### src/rtl/inst_queue_if.sv
// Fetch-to-decode bundle type and the queue's handshake interface.
// The package sits here so the struct and the interface travel together.
package inst_queue_pkg;

    typedef struct packed {
        logic [31:0] pc;
        logic [31:0] instruction;
        logic        prediction;
        logic        branch;
        logic        jump;
    } pipe_in_t;

endpackage

interface inst_queue_if #(
    parameter int DEPTH = 8
);
    import inst_queue_pkg::*;

    localparam int CW = $clog2(DEPTH) + 1;

    logic          in_valid;
    pipe_in_t      pipe_in;
    logic          enable;
    logic          out_valid;
    logic          out_ready;
    pipe_in_t      pipe_out;
    logic [CW-1:0] count;

    modport master (
        output in_valid,
        output pipe_in,
        output out_ready,
        input  enable,
        input  out_valid,
        input  pipe_out,
        input  count
    );

    modport slave (
        input  in_valid,
        input  pipe_in,
        input  out_ready,
        output enable,
        output out_valid,
        output pipe_out,
        output count
    );

endinterface

### src/rtl/inst_queue.sv
// Circular instruction buffer between fetch and decode/issue.
// Stalls fetch when full; a commit flush discards every entry.
module inst_queue
    import inst_queue_pkg::*;
#(
    parameter int DEPTH = 8
) (
    input  logic         clk,
    input  logic         reset,
    input  logic         flush,
    inst_queue_if.slave  bus
);

    localparam int AW = $clog2(DEPTH);
    localparam int CW = AW + 1;

    pipe_in_t      mem [DEPTH];
    logic [AW-1:0] rd_ptr;
    logic [AW-1:0] wr_ptr;
    logic [CW-1:0] cnt;
    logic          push;
    logic          pop;
    logic          clear;

    assign clear         = reset | flush;
    assign bus.enable    = (cnt != CW'(DEPTH));
    assign bus.out_valid = (cnt != '0);
    assign bus.pipe_out  = mem[rd_ptr];
    assign bus.count     = cnt;

    assign push = bus.in_valid & bus.enable & ~clear;
    assign pop  = bus.out_valid & bus.out_ready & ~clear;

    always_ff @(posedge clk) begin
        if (clear) begin
            rd_ptr <= '0;
            wr_ptr <= '0;
            cnt    <= '0;
        end else begin
            if (push)
                wr_ptr <= wr_ptr + AW'(1);
            if (pop)
                rd_ptr <= rd_ptr + AW'(1);
            cnt <= cnt + CW'(push) - CW'(pop);
        end
    end

    // Storage has no reset; stale entries are unreachable once pointers clear.
    always_ff @(posedge clk) begin
        if (push)
            mem[wr_ptr] <= bus.pipe_in;
    end

endmodule

### src/flat_wrapper.sv
// flat-port wrapper written by rule: the top's interface ports become plain ports
module inst_queue_flat import inst_queue_pkg::*;
#(
    parameter int DEPTH = 8
)
  (clk, reset, flush, bus_in_valid, bus_pipe_in, bus_out_ready, bus_enable, bus_out_valid, bus_pipe_out, bus_count);
  inst_queue_if #(.DEPTH(DEPTH)) bus_i ();
  input  logic clk;
  input  logic reset;
  input  logic flush;
  input wire logic [$bits(bus_i.in_valid)-1:0] bus_in_valid;
  input wire logic [$bits(bus_i.pipe_in)-1:0] bus_pipe_in;
  input wire logic [$bits(bus_i.out_ready)-1:0] bus_out_ready;
  output wire logic [$bits(bus_i.enable)-1:0] bus_enable;
  output wire logic [$bits(bus_i.out_valid)-1:0] bus_out_valid;
  output wire logic [$bits(bus_i.pipe_out)-1:0] bus_pipe_out;
  output wire logic [$bits(bus_i.count)-1:0] bus_count;
  assign bus_i.in_valid = bus_in_valid;
  assign bus_i.pipe_in = bus_pipe_in;
  assign bus_i.out_ready = bus_out_ready;
  assign bus_enable = bus_i.enable;
  assign bus_out_valid = bus_i.out_valid;
  assign bus_pipe_out = bus_i.pipe_out;
  assign bus_count = bus_i.count;
  inst_queue #(.DEPTH(DEPTH)) u_core (.clk(clk), .reset(reset), .flush(flush), .bus(bus_i));
endmodule
### config.mk
export PLATFORM = sky130hd
export DESIGN_NAME = inst_queue_flat
export DESIGN_NICKNAME = d
export VERILOG_FILES = /design/src/rtl/inst_queue_if.sv /design/src/rtl/inst_queue.sv /design/src/flat_wrapper.sv
export SDC_FILE = /design/constraint.sdc
export NUM_CORES = 1
export LEC_CHECK = 0
export ABC_CLOCK_PERIOD_IN_PS = 12900
export CORE_MARGIN = 2
export CORE_UTILIZATION = 39
export DETAILED_ROUTE_END_ITERATION = 6
export PLACE_DENSITY_LB_ADDON = 0.3
export SYNTH_ARGS = -nofsm -noshare
export SYNTH_HDL_FRONTEND = slang
export SYNTH_SLANG_ARGS = --single-unit
### constraint.sdc
create_clock -name clk -period 12.9 [get_ports clk]
set_input_delay 1.935 -clock clk [delete_from_list [all_inputs] [get_ports clk]]
set_output_delay 1.935 -clock clk [all_outputs]
set_load 0.005 [all_outputs]
==> metrics.txt <==
clock sink count=549; worst-case clock skew=about 0.012 ns; Tmin final=5.81 ns; layout cell share with drive strength beyond 1=26.1%; synth unique cells=31; total grt overflow=0; die area=0.0561 sq mm; Final HPWL DP=21.6 mm; clock root buffer=clkbuf_16; buffers added on ports=144; initial antenna violation count=5; Tot GR Track Use=14.7%; Die H=between 200 and 250 um; RSZ-0062 raised after global routing=false; CP max-delay cell=dfxtp_4; CP Cell Sequence=buf_4 -> mux4_1 -> mux2_4 -> clkdlybuf4s50_1; Initial Util=39.4%; max_cap viols=0; sequential-to-total area share from yosys stat=77.3%; Hold Crit Class=register to register; Routed Antenna Nets=0; top cells by area, synth=edfxtp_1 76%, mux4_2 12%, mux2_4 4.3%; Worst EP required=10.97 ns; CTS H-tree lvls=2; hold-critical path depth=2; Synth area leader=edfxtp_1; delay-heaviest family, CP=buffers and inverters; worst relative slew slack=24.5%; vias in the first global route=9657; Worst-Skew Late Latency=0.59 ns; hold_ws=0.484 ns; type of the worst setup path=register to primary output; synth warn=0; Netlist Area Pre-Place=0.0212 sq mm; DR vias/cell=5.20; Yosys top cell area share=76.1%; Max Transition Viols Final=0; Crit path largest cell delay=0.93 ns; Buf/Inv on CP=2; CP Launch Type=register; Syn Area/Cell=24.8 sq um; Reg2Reg Depth=6; top-count cell post-synth=edfxtp_1; Layout area overhead=18.3%; # IOs=145; drt total wl=slightly above 40 mm; Leak Pwr=slightly below 8 nW; cts hold-fix bufs=0; cells after synthesis=approximately 850; pwr dens=142 mW/mm^2; nets=1112; final hold viol count=0; CP Capture Type=primary output; Yosys reg bits=549; clock-pin slew on the worst setup and hold paths=~0.060 ns; Routed WL per cell=23.2 um; most common flop cell mapped by yosys=edfxtp_1; CP arrival=3.87 ns; Final GP Congestion=0.713; number of enable flip-flop cells after synthesis=between 500 and 600; setup tns final=0 ns; share of flip-flops with an asynchronous set or reset=0%; CORE AREA=roughly 0.054 sq mm; DRC=0; Final Cycle Share=45.0%; Core Rows=85; Peak Freq=0.172 GHz; r2r setup slk=9.70 ns; CTS buffer count=54; Syn Nets=933; Setup Fix Bufs, Post-CTS=0; largest net degree at the start of global routing=a little over 70; worst slew pin tran=1.13 ns; DRT iter0 DRCs=644; Die Wd=237 um; maximum VDD drop=90.2 uV; Worst Path Max Fanout=45; outcome=finished, final reports clean; Crit path depth=4; DR pass1 iterations=6; Final setup viols=0; Vias=9200; first-pass GRT wire length=61.4 mm; CTS resizes=0; CTS tree=built; Longest Clk Path Bufs=3; top cells by count, synth=536 x edfxtp_1, 117 x mux4_2, 60 x mux2_4, 17 x mux4_1, 16 x buf_2
## state kept, by name, summed over array words and instances (netlist names), named ones only
register	count
u_core.bus.count	4
u_core.mem	536
u_core.rd_ptr	3
u_core.wr_ptr	3
## layout make-up
type	instances	area, sq um
Timing Repair Buffer	162	1580
Antenna cell	2	5.00
Multi-Input combinational cell	261	4540
Fill cell	4377	28700
Clock inverter	27	230
Inverter	4	15.0
Sequential cell	549	16400
Clock buffer	67	1420
Tap cell	696	871
## final timing paths
path / to / startpoint
setup / recovery: bus_pipe_out[41] / register
hold reg to reg: register / u_core.rd_ptr[2]$_SDFFE_PP0P_
hold / removal: register / u_core.rd_ptr[2]$_SDFFE_PP0P_
setup reg to reg: u_core.mem[5][51]$_DFFE_PP_ / u_core.bus.count[2]$_SDFF_PP0_
## routing by layer
| metal | vias up | routed length, um | global-route usage, % |
|---|---|---|---|
| met2 | 204 | 19500 | 22.9 |
| met4 | 6 | 725 | 3.76 |
| met5 | - | 46 | 0 |
| met1 | 4924 | 18700 | 20.7 |
| li1 | 4006 | - | - |
| met3 | 60 | 2140 | 3.68 |
## worst register-to-register path, delay by kind of cell, from the launching register on
family / cells / cell delay, ns
buf+inv: 2 / 0.87
flops: 1 / 0.33
fa+ha+maj: 1 / 0.19
simple gates: 3 / 1.39
## stage by stage
stage                     util (%)  setup slack [ns]  power, mW  cells  area [sq um]
after floorplan                  -              3.46       2.04    853         21200
after global placement        43.5              7.30       2.10   1672         23400
after detailed placement      43.5              7.19       2.10   1672         23400
after CTS                     46.6              6.92       3.59   1766         25000
after global routing          46.6              6.77       3.66   1767         25000
final                         46.6              7.09       3.55   1768         25000
## report_power, final
group	total (mW)	switching [mW]	leakage [nW]	internal (mW)
Combinational	0.0937	0.0433	2.05	0.0504
Clock	1.48	0.627	0.790	0.854
Sequential	1.97	0.00363	4.94	1.97
## placed cells by master (no fill, tap or decap), types with 7 or more instances in the layout
| cell | n |
|---|---|
| nand2_1 | 13 |
| mux4_2 | 117 |
| mux4_1 | 17 |
| mux2i_1 | 10 |
| mux2_2 | 7 |
| clkbuf_16 | 55 |
| clkinv_1 | 16 |
| clkdlybuf4s50_1 | 144 |
| buf_4 | 18 |
| clkbuf_1 | 12 |
| ha_1 | 7 |
| dfxtp_1 | 10 |
| edfxtp_1 | 536 |
| mux2_4 | 60 |
## cell families after synthesis
logic type                 count (synthesis)  synth area share [%]
xor gates and xnor gates                   1                0.0414
buffers and inverters                     43                  1.45
AOI/OAI and AO/OA                          3                 0.106
DFF                                      549                  77.3
muxes                                    211                  19.7
and+or+nand+nor                           38                 0.911
adders and majority gates                  8                 0.509
(Power assumes the default switching activity.)
